--- src/rtl/pc_stack_if.sv ---
// Control/status bundle between the MiniRISC controller/datapath and the
// program-counter / return-stack block.
interface pc_stack_if #(
    parameter int PC_WIDTH = 8
);
    logic                pc_inc;
    logic                pc_load;
    logic [PC_WIDTH-1:0] jump_address;
    logic                push;
    logic                pop;
    logic [3:0]          flags_in;
    logic                ie_in;
    logic                dbg_is_brk;
    logic                dbg_pc_wr;
    logic [PC_WIDTH-1:0] dbg_data_in;
    logic                err_clr;

    logic [PC_WIDTH-1:0] pc;
    logic [3:0]          top_flags;
    logic                top_ie;
    logic                stack_empty;
    logic                stack_full;
    logic                ovf_err;
    logic                unf_err;

    modport master (
        output pc_inc, pc_load, jump_address, push, pop, flags_in, ie_in,
               dbg_is_brk, dbg_pc_wr, dbg_data_in, err_clr,
        input  pc, top_flags, top_ie, stack_empty, stack_full, ovf_err, unf_err
    );

    modport slave (
        input  pc_inc, pc_load, jump_address, push, pop, flags_in, ie_in,
               dbg_is_brk, dbg_pc_wr, dbg_data_in, err_clr,
        output pc, top_flags, top_ie, stack_empty, stack_full, ovf_err, unf_err
    );
endinterface

--- src/rtl/pc_stack.sv ---
// MiniRISC program counter plus return stack holding {pc, Z/C/N/V, IE}
// for CALL/RTS and interrupt entry/RTI.
module pc_stack #(
    parameter int                  STACK_DEPTH = 16,
    parameter int                  PC_WIDTH    = 8,
    parameter logic [PC_WIDTH-1:0] RESET_PC    = '0
) (
    input logic       clk,
    input logic       rst_n,
    pc_stack_if.slave bus
);
    localparam int ADDR_W  = (STACK_DEPTH > 1) ? $clog2(STACK_DEPTH) : 1;
    localparam int SP_W    = ADDR_W + 1;
    localparam int ENTRY_W = PC_WIDTH + 5;
    localparam logic [SP_W-1:0]     SP_ONE  = 1;
    localparam logic [SP_W-1:0]     SP_FULL = SP_W'(STACK_DEPTH);
    localparam logic [PC_WIDTH-1:0] PC_ONE  = 1;

    logic [ENTRY_W-1:0]  stack_mem [STACK_DEPTH];

    logic [PC_WIDTH-1:0] pc_reg, pc_next;
    logic [SP_W-1:0]     sp_reg, sp_next;
    logic                ovf_reg, ovf_next;
    logic                unf_reg, unf_next;

    logic                stack_empty, stack_full;
    logic [ADDR_W-1:0]   top_idx, wr_idx;
    logic [ENTRY_W-1:0]  top_entry;
    logic [PC_WIDTH-1:0] seq_pc;
    logic                do_push, set_ovf, set_unf;

    assign stack_empty = (sp_reg == '0);
    assign stack_full  = (sp_reg == SP_FULL);
    assign top_idx     = ADDR_W'(sp_reg - SP_ONE);
    assign wr_idx      = ADDR_W'(sp_reg);
    assign top_entry   = stack_mem[top_idx];

    // Sequential PC when no pop or debug access owns the update: load beats increment.
    assign seq_pc = bus.pc_load ? bus.jump_address :
                    bus.pc_inc  ? pc_reg + PC_ONE  : pc_reg;

    always_comb begin
        pc_next  = pc_reg;
        sp_next  = sp_reg;
        ovf_next = ovf_reg;
        unf_next = unf_reg;
        do_push  = 1'b0;
        set_ovf  = 1'b0;
        set_unf  = 1'b0;

        if (bus.dbg_is_brk) begin
            if (bus.dbg_pc_wr) begin
                pc_next = bus.dbg_data_in;
            end
        end else if (bus.pop) begin
            // A simultaneous push is dropped silently; pop owns the cycle.
            if (stack_empty) begin
                set_unf = 1'b1;
                pc_next = seq_pc;
            end else begin
                pc_next = top_entry[ENTRY_W-1 -: PC_WIDTH];
                sp_next = sp_reg - SP_ONE;
            end
        end else begin
            if (bus.push) begin
                if (stack_full) begin
                    set_ovf = 1'b1;
                end else begin
                    do_push = 1'b1;
                    sp_next = sp_reg + SP_ONE;
                end
            end
            pc_next = seq_pc;
        end

        if (bus.err_clr) begin
            ovf_next = 1'b0;
            unf_next = 1'b0;
        end
        if (set_ovf) ovf_next = 1'b1;
        if (set_unf) unf_next = 1'b1;
    end

    always_ff @(posedge clk or negedge rst_n) begin
        if (!rst_n) begin
            pc_reg  <= RESET_PC;
            sp_reg  <= '0;
            ovf_reg <= 1'b0;
            unf_reg <= 1'b0;
        end else begin
            pc_reg  <= pc_next;
            sp_reg  <= sp_next;
            ovf_reg <= ovf_next;
            unf_reg <= unf_next;
        end
    end

    // Storage is not reset; rst_n gating keeps a push racing reset from landing.
    always_ff @(posedge clk) begin
        if (rst_n && do_push) begin
            stack_mem[wr_idx] <= {pc_reg, bus.flags_in, bus.ie_in};
        end
    end

    assign bus.pc          = pc_reg;
    assign bus.top_flags   = stack_empty ? 4'b0000 : top_entry[4:1];
    assign bus.top_ie      = stack_empty ? 1'b0    : top_entry[0];
    assign bus.stack_empty = stack_empty;
    assign bus.stack_full  = stack_full;
    assign bus.ovf_err     = ovf_reg;
    assign bus.unf_err     = unf_reg;
endmodule

--- src/flat_wrapper.sv ---
// flat-port wrapper written by rule: the top's interface ports become plain ports
module pc_stack_flat 
#(
    parameter int                  STACK_DEPTH = 16,
    parameter int                  PC_WIDTH    = 8,
    parameter logic [PC_WIDTH-1:0] RESET_PC    = '0
)
  (clk, rst_n, bus_pc_inc, bus_pc_load, bus_jump_address, bus_push, bus_pop, bus_flags_in, bus_ie_in, bus_dbg_is_brk, bus_dbg_pc_wr, bus_dbg_data_in, bus_err_clr, bus_pc, bus_top_flags, bus_top_ie, bus_stack_empty, bus_stack_full, bus_ovf_err, bus_unf_err);
  pc_stack_if #(.PC_WIDTH(PC_WIDTH)) bus_i ();
  input logic clk;
  input logic rst_n;
  input wire logic [$bits(bus_i.pc_inc)-1:0] bus_pc_inc;
  input wire logic [$bits(bus_i.pc_load)-1:0] bus_pc_load;
  input wire logic [$bits(bus_i.jump_address)-1:0] bus_jump_address;
  input wire logic [$bits(bus_i.push)-1:0] bus_push;
  input wire logic [$bits(bus_i.pop)-1:0] bus_pop;
  input wire logic [$bits(bus_i.flags_in)-1:0] bus_flags_in;
  input wire logic [$bits(bus_i.ie_in)-1:0] bus_ie_in;
  input wire logic [$bits(bus_i.dbg_is_brk)-1:0] bus_dbg_is_brk;
  input wire logic [$bits(bus_i.dbg_pc_wr)-1:0] bus_dbg_pc_wr;
  input wire logic [$bits(bus_i.dbg_data_in)-1:0] bus_dbg_data_in;
  input wire logic [$bits(bus_i.err_clr)-1:0] bus_err_clr;
  output wire logic [$bits(bus_i.pc)-1:0] bus_pc;
  output wire logic [$bits(bus_i.top_flags)-1:0] bus_top_flags;
  output wire logic [$bits(bus_i.top_ie)-1:0] bus_top_ie;
  output wire logic [$bits(bus_i.stack_empty)-1:0] bus_stack_empty;
  output wire logic [$bits(bus_i.stack_full)-1:0] bus_stack_full;
  output wire logic [$bits(bus_i.ovf_err)-1:0] bus_ovf_err;
  output wire logic [$bits(bus_i.unf_err)-1:0] bus_unf_err;
  assign bus_i.pc_inc = bus_pc_inc;
  assign bus_i.pc_load = bus_pc_load;
  assign bus_i.jump_address = bus_jump_address;
  assign bus_i.push = bus_push;
  assign bus_i.pop = bus_pop;
  assign bus_i.flags_in = bus_flags_in;
  assign bus_i.ie_in = bus_ie_in;
  assign bus_i.dbg_is_brk = bus_dbg_is_brk;
  assign bus_i.dbg_pc_wr = bus_dbg_pc_wr;
  assign bus_i.dbg_data_in = bus_dbg_data_in;
  assign bus_i.err_clr = bus_err_clr;
  assign bus_pc = bus_i.pc;
  assign bus_top_flags = bus_i.top_flags;
  assign bus_top_ie = bus_i.top_ie;
  assign bus_stack_empty = bus_i.stack_empty;
  assign bus_stack_full = bus_i.stack_full;
  assign bus_ovf_err = bus_i.ovf_err;
  assign bus_unf_err = bus_i.unf_err;
  pc_stack #(.STACK_DEPTH(STACK_DEPTH), .PC_WIDTH(PC_WIDTH), .RESET_PC(RESET_PC)) u_core (.clk(clk), .rst_n(rst_n), .bus(bus_i));
endmodule
--- config.mk ---
export PLATFORM = sky130hd
export DESIGN_NAME = pc_stack_flat
export DESIGN_NICKNAME = d
export VERILOG_FILES = /design/src/rtl/pc_stack_if.sv /design/src/rtl/pc_stack.sv /design/src/flat_wrapper.sv
export SDC_FILE = /design/constraint.sdc
export NUM_CORES = 1
export LEC_CHECK = 0
export CAP_MARGIN = 10
export CORE_ASPECT_RATIO = 1.5
export CORE_MARGIN = 5
export CORE_UTILIZATION = 60
export CTS_CLUSTER_SIZE = 8
export DETAILED_ROUTE_END_ITERATION = 6
export GPL_TIMING_DRIVEN = 0
export PLACE_DENSITY = 0.82
export SYNTH_ARGS = -nofsm -noshare
export SYNTH_HDL_FRONTEND = slang
export SYNTH_SLANG_ARGS = --single-unit
export TNS_END_PERCENT = 5
--- constraint.sdc ---
create_clock -name clk -period 4.39 [get_ports clk]
set_input_delay 0.878 -clock clk [delete_from_list [all_inputs] [get_ports clk]]
set_output_delay 0.878 -clock clk [all_outputs]
set_load 0.05 [all_outputs]
==> impl_metrics.sql, run 1 <==
INSERT INTO impl_metrics (metric_group, metric, value, unit) VALUES
('grt', 'largest_net_degree_at_the_start_of_global_routing', '22', ''),
('grt', 'globalRouteTotalUtil', '24.27', '%'),
('floorplanning', 'die_area', '0.01778', 'mm2'),
('sta', 'finalMaxSlewViolations', '0', ''),
('yosys', 'synth_edf_count', '208', ''),
('pwr', 'power.total', '7.855', 'mW'),
('setup_path', 'worst_path_dominant_cell_family', 'buffers and inverters', ''),
('pwr', 'power.static_leakage', '3.651', 'nW'),
('setup_path', 'critical-path-top-cell-by-count', 'buf_4', ''),
('final_layout', 'area_used_by_multi_input_combinational_logic', '0.002359', 'mm2'),
('placed_design', 'port_buffers', '44', ''),
('yosys', 'async_reset_ff_share', '6.726', '%'),
('floorplanning', 'fp.dieW', '110.6', 'um'),
('yosys', 'yosys.cell_types.count', '40', ''),
('setup_path', 'crit_slowest_cell', 'dfrtp_2', ''),
('yosys', 'total_number_of_yosys_warnings', '0', ''),
('route', 'wl', '21490', 'um'),
('route', 'drt-met1-wl', '7010', 'um'),
('route', 'routed_wire_per_std_cell', '27.87', 'um'),
('yosys', 'synth_common_cells', '208 x edfxtp_1, 54 x mux4_2, 29 x nand2_1, 21 x nor2_1, 15 x dfrtp_1', ''),
('hold_path', 'hold_path_depth', '1', ''),
('setup_path', 'cp_max_fo', '19', ''),
('sta', 'timing.final.hold_violations', '0', ''),
('job', 'maxCapViolCount', '0', ''),
('setup_path', 'criticalPathCategory', 'reg -> out', ''),
('cts', 'cts_root_buffer', 'clkbuf_16', ''),
('route', 'remaining_drc_errors', '1', ''),
('floorplanning', 'io_pins', '47', ''),
('final_layout', 'number_of_flip_flops_under_the_largest_register_name', '208', ''),
('route', 'top_signal_layer_used', 'met4', ''),
('cts', 'holdBufCountCts', '0', ''),
('final_layout', 'areaGrowthSynthToFinish', '19.91', '%'),
('floorplanning', 'floorplan.die.height', '160.8', 'um'),
('setup_path', 'buffers_plus_inverters_on_the_worst_setup_path', '7', ''),
('route', 'initialDrtViolationCount', '424', ''),
('sta', 'final.min_clock_period', '4229', 'ps'),
('status', 'result_of_the_run', 'complete, but fails checks', ''),
('placed_design', 'dp_hpwl', '13750', 'um'),
('route', 'avgViaCountPerCell', '6.409', ''),
('route', 'met3RoutedLength', '1331', 'um'),
('setup_path', 'crit-reg2reg-launch', 'u_core.sp_reg[0]$_DFFE_PN0P_', ''),
('sta', 'final-setup-viol-count', '0', ''),
('setup_path', 'r2r.worst_path.cells', '9', ''),
('sta', 'fmaxAchievable', '236.5', 'MHz'),
('pwr', 'power.ir.vdd_worst', '0.5248', 'mV'),
('cts', 'cts_tree', 'done', ''),
('cts', 'tritoncts.num_buffers', '31', ''),
('setup_path', 'worstSetupStartpointType', 'flop', ''),
('setup_path', 'reg2reg_to', 'u_core.stack_mem[3][7]$_DFFE_PP_', ''),
('yosys', 'synth_top_area_share', '68.64', '%'),
('final_layout', 'n_fill_cell', '887', ''),
('final_layout', 'final_core_density', '72.74', '%'),
('yosys', 'ys_ff_latch', '223', ''),
('route', 'route.antenna.remaining_nets', '0', ''),
('grt', 'globalRouteOverflowTotal', '0', ''),
('yosys', 'seq_area_frac_synth', '72.76', '%'),
('setup_path', 'r2r_setup_slack', '990', 'ps'),
('hold_path', 'timing.hold.worst.start', 'u_core.sp_reg[4]$_DFFE_PN0P_', ''),
('sta', 'worst_hold_slack', '529.4', 'ps'),
('hold_path', 'hold_path.class', 'reg -> reg', ''),
('route', 'met2RoutedLength', '12310', 'um'),
('cts', 'clock_insertion_delay_worst_skew', '530', 'ps'),
('grt', 'grt_pass1_wl', '31800', 'um'),
('route', 'num_vias', '4941', ''),
('status', 'failing_checks', 'DRC', ''),
('cts', 'reg_clk_slew_reported_paths', '50', 'ps'),
('placed_design', 'place_ws', '-877.7', 'ps'),
('yosys', 'postSynthCellCount', '459', ''),
('cts', 'cts_htree_levels', '1', ''),
('setup_path', 'largest_stage_delay_on_the_critical_path', '420', 'ps'),
('grt', 'antenna_found_initial', '0', '');
## metal layers
layer	GRT usage, %	vias to the layer above
met4	9.916	0
met3	4.297	66
met2	46.93	265
met5	0	-
li1	-	2060
met1	25.72	2550
## logic make-up (layout without fill, tap and decap cells)
kind of cell	after synthesis	count (layout)	synth area share, %
flops	223	223	72.76
compound gates	39	39	2.915
fa+ha+maj	5	5	0.6875
simple gates	74	74	3.754
xor+xnor	14	14	1.430
buf+inv	30	143	1.897
mux	74	74	16.55
## timing repair
action | 4_1_cts | 5_1_grt
setup buffers | 0 | 0
setup endpoints to repair | 6 | 5
resized for setup | 41 | 8
## power breakdown
group	switching [mW]	total (mW)	internal [mW]
clock network	0.818	2.13	1.31
logic	1.61	2.89	1.28
registers	0.242	2.84	2.60
total	2.67	7.86	5.19
## cell type report
class	count	share of cell area (%)
inverter	8	0.2752
clock inverter	1	0.08027
timing repair buffer	59	5.607
tap	199	2.282
buffer	20	1.514
sequential	223	60.69
clock buffer	55	7.935
multi-input combinational	206	21.61
## layout by cell type (no fill, tap or decap), types with 8 or more instances in the layout
master,instances
clkbuf_16,31
mux4_2,54
a211oi_1,8
nor2_2,9
buf_6,13
buf_4,8
inv_1,8
xor2_1,9
nand2_1,29
clkdlybuf4s50_1,38
clkbuf_1,28
edfxtp_1,208
nor2_1,12
mux2i_1,8
o21ai_0,10
dfrtp_1,14
## worst max-delay path by stage
stage	from	to	depth (start not counted)	slack, ps
floorplan	u_core.sp_reg[0]$_DFFE_PN0P_	bus_top_flags[1]	11	-100
global placement	u_core.sp_reg[0]$_DFFE_PN0P_	bus_top_flags[2]	12	-780
detailed placement	u_core.sp_reg[0]$_DFFE_PN0P_	bus_top_flags[2]	12	-880
CTS	u_core.sp_reg[0]$_DFFE_PN0P_	bus_top_flags[0]	11	-7
global route	u_core.sp_reg[0]$_DFFE_PN0P_	bus_top_flags[2]	11	60
finish	u_core.sp_reg[0]$_DFFE_PN0P_	bus_top_ie	11	160
## through the flow
stage               TNS [ps]  instance area (um2)  cells
CTS                   -6.680                10900    771
global route               0                10910    771
finish                     0                10910    771
global placement      -28550                 9794    702
detailed placement     -4134                10020    717
floorplan             -403.3                 9105    459
(Power assumes the default switching activity.)
==> inputs of run 2 (changes only) <==
CORE_MARGIN = unset   (was 5)
HOLD_SLACK_MARGIN = 0.12   (was unset)
==> run 2 against run 1 <==
Effect of this change: the run now ends clean; final cell count fell by 0.26%; via count barely moved; first-iteration DRC count rose by 14%; count of clock-buffer cells in the layout rose by 2; final area fell by 0.44%; fmax fell by 1.2%; clock power barely moved; clock skew fell by 1.4 ps; setup slack got worse by 52 ps; global-route usage rose by 4.6 points; sequential cell count did not move; wire length fell by 0.71%; critical path type unchanged; largest cell class unchanged.
==> impl_metrics.sql, run 2 (synthesized netlist as in run 1, its figures left out) <==
INSERT INTO impl_metrics (metric_group, metric, value, unit) VALUES
('status', 'result_of_the_run', 'completed', ''),
('grt', 'grt_pass1_wl', '31400', 'um'),
('route', 'avgViaCountPerCell', '6.427', ''),
('cts', 'tritoncts.num_buffers', '31', ''),
('cts', 'holdBufCountCts', '0', ''),
('final_layout', 'areaGrowthSynthToFinish', '19.39', '%'),
('cts', 'cts_tree', 'done', ''),
('job', 'maxCapViolCount', '0', ''),
('setup_path', 'crit_slowest_cell', 'dfrtp_1', ''),
('floorplanning', 'fp.dieW', '102.6', 'um'),
('placed_design', 'place_ws', '-793.6', 'ps'),
('grt', 'globalRouteOverflowTotal', '0', ''),
('setup_path', 'worstSetupStartpointType', 'flop', ''),
('pwr', 'power.ir.vdd_worst', '0.6374', 'mV'),
('route', 'detailedRoute.firstPassIterationCount', '5', ''),
('sta', 'timing.setup.tns', '0', 'ps'),
('sta', 'slew_headroom', '28.21', '%'),
('pwr', 'seqPwrFrac', '35.9', '%'),
('pwr', 'clock_power_share', '27.3', '%'),
('grt', 'globalRouteTotalUtil', '28.83', '%'),
('setup_path', 'cp.arrival', '3400', 'ps'),
('setup_path', 'worst_path_dominant_cell_family', 'buffers and inverters', ''),
('floorplanning', 'floorplan.die.height', '152.8', 'um'),
('setup_path', 'cp_max_fo', '11', ''),
('sta', 'final_critical_path_setup_slack', '108.5', 'ps'),
('setup_path', 'largest_stage_delay_on_the_critical_path', '450', 'ps'),
('final_layout', 'layout.cells.most_common', 'edfxtp_1', ''),
('final_layout', 'most-common-layout-cells', '208 x edfxtp_1, 54 x mux4_2, 38 x clkdlybuf4s50_1', ''),
('cts', 'reg_clk_slew_reported_paths', '50', 'ps'),
('setup_path', 'critical-path-top-cell-by-count', 'buf_4', ''),
('cts', 'clk_path_buf_depth', '3', ''),
('setup_path', 'timing.critical_path.to_type', 'primary output', ''),
('placed_design', 'place_congestion', '0.8005', ''),
('cts', 'clock-sinks', '223', ''),
('pwr', 'power.static_leakage', '3.635', 'nW'),
('sta', 'final.min_clock_period', '4281', 'ps'),
('placed_design', 'port_buffers', '44', ''),
('sta', 'fmaxAchievable', '233.6', 'MHz'),
('route', 'wl', '21330', 'um'),
('sta', 'timing.final.crit_share', '97.53', '%'),
('route', 'initialDrtViolationCount', '483', ''),
('setup_path', 'r2r_setup_slack', '1040', 'ps'),
('route', 'remaining_drc_errors', '0', ''),
('floorplanning', 'row_count', '54', ''),
('pwr', 'switchingPower', '2.706', 'mW'),
('sta', 'final-setup-viol-count', '0', ''),
('pwr', 'comb_power_share', '36.8', '%'),
('hold_path', 'hold_path.class', 'reg -> reg', ''),
('route', 'routed_wire_per_std_cell', '27.74', 'um'),
('cts', 'cts_htree_levels', '1', ''),
('final_layout', 'number_of_flip_flops_under_the_largest_register_name', '208', ''),
('route', 'route.antenna.remaining_nets', '0', ''),
('final_layout', 'num_antenna_cells', '0', ''),
('placed_design', 'dp_hpwl', '12880', 'um'),
('sta', 'worst_hold_slack', '532.1', 'ps'),
('final_layout', 'postLayoutCellArea', '0.01086', 'mm2'),
('grt', 'largest_net_degree_at_the_start_of_global_routing', '22', ''),
('floorplanning', 'core_area', '0.01466', 'mm2'),
('cts', 'clock_insertion_delay_worst_skew', '550', 'ps'),
('floorplanning', 'floorplan.initialDensity', '62.07', '%'),
('grt', 'antenna_found_initial', '0', ''),
('pwr', 'switching_share', '34.15', '%'),
('route', 'num_vias', '4942', ''),
('sta', 'worstMarginPinSlew', '1076', 'ps'),
('floorplanning', 'io_pins', '47', ''),
('pwr', 'cell_internal_pwr', '5.218', 'mW'),
('sta', 'timing.final.hold_violations', '0', ''),
('sta', 'skew', '8.271', 'ps'),
('floorplanning', 'die_area', '0.01567', 'mm2'),
('sta', 'finalMaxSlewViolations', '0', ''),
('setup_path', 'cp_data_required_time', '3510', 'ps'),
('final_layout', 'n_fill_cell', '855', ''),
('placed_design', 'postPlaceCellArea', '0.009905', 'mm2'),
('grt', 'grt_pass1_vias', '5276', ''),
('final_layout', 'fraction_of_layout_cells_with_a_size_suffix_above_1', '25.48', '%'),
('setup_path', 'buffers_plus_inverters_on_the_worst_setup_path', '7', ''),
('setup_path', 'criticalPathCategory', 'reg -> out', ''),
('setup_path', 'crit_path_cell_trace', 'buf_12 -> buf_6 -> inv_1 -> ha_1 -> buf_2 -> buf_4 -> buf_4 -> mux4_2 -> mux2i_1 -> a211oi_2 -> buf_4', ''),
('cts', 'cts_root_buffer', 'clkbuf_16', ''),
('final_layout', 'nets', '583', ''),
('pwr', 'powerDensity', '729.4', 'mW/mm2');
run 2: cell type report:
type / instances / area, um2 / area share, %
well taps: 196 / 245.2 / 2.257
plain buffers: 20 / 160.2 / 1.474
clock buffers: 57 / 873.3 / 8.039
clock inverters: 1 / 20.02 / 0.1843
inverters: 8 / 30.03 / 0.2764
multi-input cells: 206 / 2364 / 21.76
flip-flops and latches: 223 / 6621 / 60.95
repair buffers: 58 / 550.5 / 5.067
run 2: path summary, 6_finish.rpt:
| path | startpoint | to | cells after the start |
|---|---|---|---|
| worst max-delay path | u_core.sp_reg[0]$_DFFE_PN0P_ | bus_top_flags[1] | 11 |
| worst min-delay path | u_core.sp_reg[4]$_DFFE_PN0P_ | u_core.sp_reg[4]$_DFFE_PN0P_ | 1 |
| worst max register to register | u_core.sp_reg[0]$_DFFE_PN0P_ | u_core.stack_mem[3][8]$_DFFE_PP_ | 9 |
| worst min register to register | u_core.sp_reg[4]$_DFFE_PN0P_ | u_core.sp_reg[4]$_DFFE_PN0P_ | 1 |
| max in group asynchronous | rst_n | u_core.bus.pc[0]$_DFFE_PN0P_ | 1 |
| min in group asynchronous | rst_n | u_core.sp_reg[1]$_DFFE_PN0P_ | 1 |
run 2: what timing repair did:
item	in CTS	in global routing
pin swaps	0	0
setup endpoints to repair	6	5
resized for setup	39	4
setup buffers	0	8
run 2: metrics by stage:
step | std cells | util, % | total power [mW]
2_1_floorplan | 459 | - | 4.855
3_3_place_gp | 699 | 66.78 | 5.595
3_5_place_dp | 705 | 67.55 | 5.704
4_1_cts | 761 | 73.66 | 7.873
5_1_grt | 769 | 74.10 | 8.197
6_report | 769 | 74.10 | 7.925
run 2: layer usage:
metal  wire length, um  vias up  global-route usage (%)
met5                 0        -                       0
met4              1160        0                   16.12
met3              1492       88                   4.527
met2             11640      285                   50.41
met1              7043     2516                   33.08
li1                  -     2053                       -
run 2: power groups by stage:
stage	registers (mW)	logic [mW]	clock network (mW)
detailed placement	2.88	2.82	0
finish	2.85	2.92	2.16
global placement	2.85	2.75	0
floorplan	2.92	1.93	0
CTS	2.84	2.86	2.17
global route	2.87	3.06	2.27
